===== src/rtl/argmax_classifier.sv =====
// argmax_classifier
// Last stage of the MNIST inference pipeline. Streams one logit vector per
// image, tracks the running maximum and runner-up, and emits a single result
// beat carrying the winning class, the winning logit and a saturated
// top-1/top-2 margin. A wrapping frame counter and a sticky framing-error
// flag are kept for scoreboard/debug visibility.
//
// state   | meaning
// --------+-----------------------------------------------------------
// COLLECT | accepting logit beats, in_ready=1, out_valid=0
// RESULT  | result beat presented, in_ready=0, out_valid=1
//
// The two states are mutually exclusive, so input and output acceptance can
// never happen on the same edge.

module argmax_classifier #(
    parameter int NUM_CLASSES   = 10,
    parameter int FEATURE_WIDTH = 16,
    parameter int CNT_WIDTH     = 16
) (
    input  logic                           clock,
    input  logic                           reset_n,
    input  logic                           in_valid,
    output logic                           in_ready,
    input  logic [FEATURE_WIDTH-1:0]       in_feature,
    input  logic                           in_last,
    output logic                           out_valid,
    input  logic                           out_ready,
    output logic [$clog2(NUM_CLASSES)-1:0] out_class,
    output logic [FEATURE_WIDTH-1:0]       out_max,
    output logic [FEATURE_WIDTH-1:0]       out_margin,
    output logic [CNT_WIDTH-1:0]           frames_done,
    output logic                           frame_err
);

    localparam int IDX_W = $clog2(NUM_CLASSES);
    localparam int FW    = FEATURE_WIDTH;

    localparam logic [IDX_W-1:0]     LAST_IDX  = IDX_W'(NUM_CLASSES - 1);
    localparam logic signed [FW-1:0] MOST_NEG  = {1'b1, {(FW-1){1'b0}}};
    localparam logic [FW:0]          SAT_LIMIT = {2'b00, {(FW-1){1'b1}}};

    typedef enum logic {
        COLLECT = 1'b0,
        RESULT  = 1'b1
    } state_t;

    state_t                  state;
    logic [IDX_W-1:0]        beat_cnt;
    logic signed [FW-1:0]    cur_max;
    logic signed [FW-1:0]    cur_second;
    logic [IDX_W-1:0]        cur_idx;

    logic                    accept;
    logic                    at_last_idx;
    logic                    frame_end;
    logic                    err_now;
    logic signed [FW-1:0]    x;
    logic signed [FW-1:0]    nxt_max;
    logic signed [FW-1:0]    nxt_second;
    logic [IDX_W-1:0]        nxt_idx;
    logic [FW:0]             diff;
    logic [FW-1:0]           margin_sat;

    // Handshake flags are straight decodes of the state register, so there
    // is no combinational path from out_ready to in_ready.
    assign in_ready  = (state == COLLECT);
    assign out_valid = (state == RESULT);

    assign accept      = in_valid && in_ready;
    assign at_last_idx = (beat_cnt == LAST_IDX);
    assign frame_end   = accept && (in_last || at_last_idx);
    // An error is any disagreement between in_last and the beat position:
    // early last, or a full frame without last.
    assign err_now     = accept && (in_last != at_last_idx);
    assign x           = $signed(in_feature);

    // Running top-1/top-2 update for the beat currently being offered.
    // Strict '>' on the max keeps the lowest index on ties, while the
    // second-place compare lets a duplicate max land in second (margin 0).
    always_comb begin
        nxt_max    = cur_max;
        nxt_second = cur_second;
        nxt_idx    = cur_idx;
        if (beat_cnt == '0) begin
            nxt_max    = x;
            nxt_second = MOST_NEG;
            nxt_idx    = '0;
        end else if (x > cur_max) begin
            nxt_second = cur_max;
            nxt_max    = x;
            nxt_idx    = beat_cnt;
        end else if (x > cur_second) begin
            nxt_second = x;
        end
    end

    // Margin from the post-update values; one extra bit so max-second never
    // overflows, then clamp to the largest positive FW-bit value.
    always_comb begin
        diff = {nxt_max[FW-1], nxt_max} - {nxt_second[FW-1], nxt_second};
        if (diff > SAT_LIMIT) begin
            margin_sat = SAT_LIMIT[FW-1:0];
        end else begin
            margin_sat = diff[FW-1:0];
        end
    end

    // Controller: beat collection, result load/hold, frame counting and the
    // sticky framing-error flag. Reset drops any partial frame.
    always_ff @(posedge clock or negedge reset_n) begin
        if (!reset_n) begin
            state       <= COLLECT;
            beat_cnt    <= '0;
            cur_max     <= '0;
            cur_second  <= '0;
            cur_idx     <= '0;
            out_class   <= '0;
            out_max     <= '0;
            out_margin  <= '0;
            frames_done <= '0;
            frame_err   <= 1'b0;
        end else begin
            case (state)
                COLLECT: begin
                    if (accept) begin
                        cur_max    <= nxt_max;
                        cur_second <= nxt_second;
                        cur_idx    <= nxt_idx;
                        if (err_now) begin
                            frame_err <= 1'b1;
                        end
                        if (frame_end) begin
                            out_class  <= nxt_idx;
                            out_max    <= nxt_max;
                            out_margin <= margin_sat;
                            beat_cnt   <= '0;
                            state      <= RESULT;
                        end else begin
                            beat_cnt <= beat_cnt + 1'b1;
                        end
                    end
                end
                RESULT: begin
                    // Result registers are left untouched so they hold under
                    // backpressure and keep their values after acceptance.
                    if (out_ready) begin
                        frames_done <= frames_done + 1'b1;
                        state       <= COLLECT;
                    end
                end
                default: begin
                    state <= COLLECT;
                end
            endcase
        end
    end

endmodule


===== config.mk =====
export PLATFORM = sky130hd
export DESIGN_NAME = argmax_classifier
export DESIGN_NICKNAME = d
export VERILOG_FILES = /design/src/rtl/argmax_classifier.sv
export SDC_FILE = /design/constraint.sdc
export NUM_CORES = 1
export LEC_CHECK = 0
export ABC_AREA = 1
export CORE_ASPECT_RATIO = 0.7
export CORE_MARGIN = 2
export CORE_UTILIZATION = 25
export DETAILED_ROUTE_END_ITERATION = 12
export SLEW_MARGIN = 10
export SYNTH_ARGS = -nofsm -noshare
export SYNTH_HDL_FRONTEND = slang
export SYNTH_SLANG_ARGS = --single-unit

===== constraint.sdc =====
create_clock -name clock -period 4.95 [get_ports clock]
set_input_delay 1.485 -clock clock [delete_from_list [all_inputs] [get_ports clock]]
set_output_delay 1.485 -clock clock [all_outputs]
set_load 0.02 [all_outputs]

=== Word level (Yosys, flattened, before mapping) ===
Index checks and enable logic that the tools add are counted.
Widths: inputs -> output; s select.

* Eq/ne operators: 2
* Muxes and demuxes: 13
* $lt $le $gt $ge: 3
* Add/sub/neg operators: 3
* Reduce and logical (&&, ||, !) cells: 9
* Bitwise gates (word level): 1

{| class="wikitable"
|+ Operator list
! kind !! count
|-
| $mux 16 || 6
|-
| $gt 16x16->1 || 2
|-
| $gt 17x15->1 const B || 1
|-
| $sub 16x16->17 || 1
|-
| $add 16x1->16 const B || 1
|-
| $mux 4 || 3
|-
| $reduce_and 3->1 || 2
|-
| $add 4x1->4 const B || 1
|-
| $eq 4x4->1 const B || 1
|-
| $logic_not 4->1 || 1
|-
| $reduce_and 2->1 || 2
|-
| $logic_and 1x1->1 || 3
|-
| $mux 1 || 3
|-
| $pmux 1 s2 || 1
|-
| $logic_or 1x1->1 || 1
|-
| $ne 1x1->1 || 1
|-
| $not 1->1 || 1
|}

* Logic and storage cells: 41
* Register bits: 94
* Input port bits: 21
* Output and inout port bits: 55

=== Logic depth before layout (Yosys ltp) ===
* Depth after elaboration: 7
* Depth in mapped cells: 34
* Gate-level depth less buffers: 32

=== Worst setup path after synthesis ===
Ideal clock, no wire load.

* Path type: input port to flip-flop
* Start: input port in_feature[15]
* End: register out_margin[10]
* Library setup time: 113 ps
* Path buffers: 2
* Slack: 173 ps
* Data required time: 4837 ps
* Data arrival time: 4664 ps
* Stages: 27
* Path through: ha_1 > a21oi_1 > o21ai_1 > a21oi_2 > nand2_1 > nand2_2 > nand3_4 > nand2_8 > buf_6 > nand2_1 > nand2_1 > ha_1 > inv_1 > fa_1 > nand3_1 > nand3_1 > a21oi_2 > o21ai_2 > nand2_1 > nand2_1 > nand2_1 > nand2_1 > a21oi_2 > buf_4 > nand2_1 > nand2_1 > inv_1

* Cells in the longest elaborated chain, start to end: 7
* Elaborated cells between the ends (all ways): 10
* Classes of those cells: add/sub: 1; order compare: 3; mux: 6

{| class="wikitable"
|+ Ends and longest elaborated chain
! element !! RTL line !! RTL
|-
| start: declaration || 25 || <nowiki>input logic [FEATURE_WIDTH-1:0] in_feature,</nowiki>
|-
| $gt 16x16->1 || 93 || <nowiki>end else if (x > cur_second) begin</nowiki>
|-
| $mux 16 || 93 ||
|-
| $mux 16 || 89 || <nowiki>end else if (x > cur_max) begin</nowiki>
|-
| $mux 16 || 85 || <nowiki>if (beat_cnt == '0) begin</nowiki>
|-
| $sub 16x16->17 (*) || 101 || <nowiki>diff = {nxt_max[FW-1], nxt_max} - {nxt_second[FW-1], nxt_second};</nowiki>
|-
| $gt 17x15->1 || 102 || <nowiki>if (diff > SAT_LIMIT) begin</nowiki>
|-
| $mux 16 (*) || 102 ||
|-
| end signal: assignment || 136 || <nowiki>out_margin <= margin_sat;</nowiki>
|-
| end: declaration || 31 || <nowiki>output logic [FEATURE_WIDTH-1:0] out_margin,</nowiki>
|}

Mark *: on every way between the ends. The rest lies on a longest branch, timed or not.
A chain may end at the register's enable or synchronous reset.

=== Worst setup path after layout ===
* Start: input port in_feature[14]
* End: register out_margin[2]

Same word-level chain as after synthesis.

==> summary.md <==
| Metric | Value |
|---|---|
| Outcome | finished clean |
| Post-layout util | 36.4% |
| Clk pwr share | 8.7% |
| Post-layout total power | 8.09 mW |
| Total number of vias | 6,286 |
| Synth Net Count | 950 |
| Slowest stage cell on the critical path | ha_1 |
| Row count | 49 |
| Final period util | 96.5% |
| Commonest non-fill, non-tap cell in the layout | nand2_1 |
| Antenna viol nets, final | 0 |
| Delay-heaviest family, CP | compound AO/OA/AOI/OAI gates |
| Worst vdd ir | 0.412 mV |
| Post-route DRC violation count | 0 |
| Initial Utilization | 25.5% |
| Crit path max fanout | 8 |
| Worst EP arrival | 5.03 ns |
| Netlist cell types | 42 |
| Final Net Count | 1,145 |
| TritonCTS Buffers | 9 |
| Router iterations before antenna repair | 5 |
| Setup ws final | 0.174 ns |
| Area Overhead vs Synth | 43.1% |
| Final Max Slew Viols | 0 |
| Hold buffers post-CTS | 0 |
| Port bufs | 75 |
| CTS Root Buffer Type | clkbuf_16 |
| Worst relative slew slack | 61.9% |
| CP bufs+invs | 7 |
| Sw Ratio | 45.8% |
| Syn Area/Cell | roughly 7.5 sq um |
| Vias per std cell | between 4 and 5 |
| Clk_skew | between 0.008 and 0.009 ns |
| #FFs+latches synth | 94 |
| Gate count of the mapped netlist | 875 |
| Number of synthesized flops with an enable pin | 0 |
| Yosys top cell area share | 36.0% |
| IO Count | 76 |
| Final setup fails | 0 |
| Slowest cell delay on critical path | 0.31 ns |
| Grt total ovfl | 0 |
| Clock Path Buffers | 2 |
| Hold Slack | 0.466 ns |
| PD cells | 864 nW/um^2 |
| Clock slew at reported path FFs | 0.07 ns |
| FFs w/ async S/R, synth | 100% |
| Seq/Total Area, Yosys | between 30 and 40% |
| Max Freq | 209 MHz |
| Crit end category | flop |
| H-tree depth | 3 |
| Leakage | 4.65 nW |
| Area contributors post-synth | dfrtp_1 (36%), nand2_1 (20%), ha_1 (10%), inv_1 (5.9%), o21ai_4 (3.5%) |
| Clock sink count | 94 |
| Worst-Margin Slew | 0.571 ns |
| Combinational fraction of design power | 76.0% |
| Worst-Skew Late Latency | between 0.3 and 0.4 ns |
| Fillers | approximately 2,700 |
| CP Launch Type | input port |
| Crit path cell chain | dlygate4sd2_1 > ha_1 > nand2_2 > o21ai_1 > a21oi_2 > buf_4 > nand3_2 > nand3_4 > nand2_8 > inv_6 > buf_12 > nand2_1 > nand2_1 > inv_1 > ha_1 > a21oi_1 > o21ai_0 > a21oi_1 > nand3_1 > a21oi_4 > buf_12 > nand2_1 > nand2_1 > inv_1 |
| MaxCap Viol Count | 0 |
| Final wirelength | 19,600 microns |
| Sw Pwr | around 3.7 mW |
| Hold Path Class | flop to flop |
| Share of layout cells above drive strength 1 | 25.6% |
| Most frequent cells in the layout | nand2_1 (331), buf_4 (120), inv_1 (102) |
| Ant. Diodes | 0 |
| Critical path type | input port to flop |
| Number of global-route vias before repair | ~6,400 |
| Die X | 197 microns |
| WL/cell | 13.9 microns |
| GRT Util Overall | roughly 15% |
| Global-route wire length before repair | between 30,000 and 40,000 microns |
| Most frequent CP cell | nand2_1 |
| Pre-CTS setup slack | -0.454 ns |
| Final Hold Viols | 0 |
| Die area | 27,500 sq um |
| Flop pwr share | between 15 and 20% |
| CTS tree | yes |
| Worst endpoint required time | 5.21 ns |
| Antenna violations before repair | 0 |
| Leading area contributor after synthesis | dfrtp_1 |
| Period minus WS final | 4.78 ns |
| Gpl congestion | 0.832 |
| Area of the core | 25,700 sq um |
| Die H | 139 microns |
| DRT iter0 DRCs | 379 |
| Warnings from Yosys | 0 |
| Largest net degree at the start of global routing | 43 |
| Ys flop type | dfrtp_1 |
| Netlist Area Pre-Place | 6540 sq um |
| HPWL Detailed | 14,700 microns |
| Pint | 4.38 mW |
## flip-flops by register name, summed over array words and instances, names as in the netlist, 4 cells and up
| name | count |
|---|---|
| out_max | 16 |
| out_class | 4 |
| cur_idx | 4 |
| cur_max | 16 |
| beat_cnt | 4 |
| frames_done | 16 |
| cur_second | 16 |
| out_margin | 16 |
## layout make-up
class | instances | area, sq um | area share, %
Multi-Input combinational cell | 651 | 4050 | 43.3
Sequential cell | 94 | 2350 | 25.1
Timing Repair Buffer | 209 | 1850 | 19.8
Tap cell | 331 | 414 | 4.43
Inverter | 105 | 399 | 4.26
Clock buffer | 10 | 239 | 2.55
Clock inverter | 6 | 51.3 | 0.548
## Yosys cell counts, types with 5 or more instances
library cell	count
nor2_1	43
nand2_2	18
a21oi_1	28
a21boi_0	5
xnor2_1	9
or2_2	15
dfrtp_1	94
nand2_1	346
nand4_1	27
ha_1	53
xor2_1	11
inv_1	102
nand3_1	32
o21ai_4	14
a21oi_2	5
o21ai_0	13
clkbuf_1	16
## final timing paths
check / from / endpoint / slack, ns / cells after the start
worst max-delay path: in_feature[14] / out_margin[2]$_DFFE_PN0P_ / 0.17 / 24
worst max register to register: cur_max[7]$_DFFE_PN0P_ / out_margin[2]$_DFFE_PN0P_ / 0.99 / 24
max in group asynchronous: reset_n / out_max[7]$_DFFE_PN0P_ / 3.04 / 2
worst min register to register: frame_err$_DFFE_PN0P_ / frame_err$_DFFE_PN0P_ / 0.47 / 1
min in group asynchronous: reset_n / out_margin[15]$_DFFE_PN0P_ / 1.01 / 1
worst min-delay path: frame_err$_DFFE_PN0P_ / frame_err$_DFFE_PN0P_ / 0.47 / 1
## cells by family after synthesis
logic type | Yosys count | synth area share (%)
XOR/XNOR | 20 | 2.68
AO/OA/AOI/OAI | 79 | 9.51
buffers and inverters | 130 | 8.44
flip-flops | 94 | 36.0
AND/OR/NAND/NOR | 498 | 33.0
adder cells (fa/ha/maj) | 54 | 10.4
## power groups by stage
stage                     clock network (mW)  logic, mW  registers, mW
after floorplan                            0       2.89           1.34
after global placement                     0       5.26           1.24
after detailed placement                   0       5.31           1.24
after CTS                              0.727       5.84           1.23
after global routing                   0.759       6.81           1.27
final                                  0.706       6.15           1.24
## layer usage
metal  global-route usage (%)  routed length, microns  vias up
li1                         -                       -     3151
met1                     21.9                   10100     3000
met2                     22.2                    8350      124
met3                     3.25                     990       11
met4                     2.77                     143        0
met5                        0                       0        -
## repair_timing
| action | 4_1_cts | 5_1_grt |
|---|---|---|
| buffers inserted | 9 | 2 |
| endpoints found under the setup margin | 15 | 15 |
| pin swaps | 34 | 23 |
| gates cloned | 1 | 0 |
| endpoints found under the hold margin | 0 | 0 |
| gates resized for setup | 53 | 45 |
## metrics by stage
step	instance area, sq um	setup TNS, ns	std cells
global route	9360	-0.216	1406
finish	9360	0	1406
detailed placement	8530	-6.25	1378
floorplan	6540	0	875
CTS	9090	0	1404
global placement	8530	-4.84	1378
(Power assumes the default switching activity.)
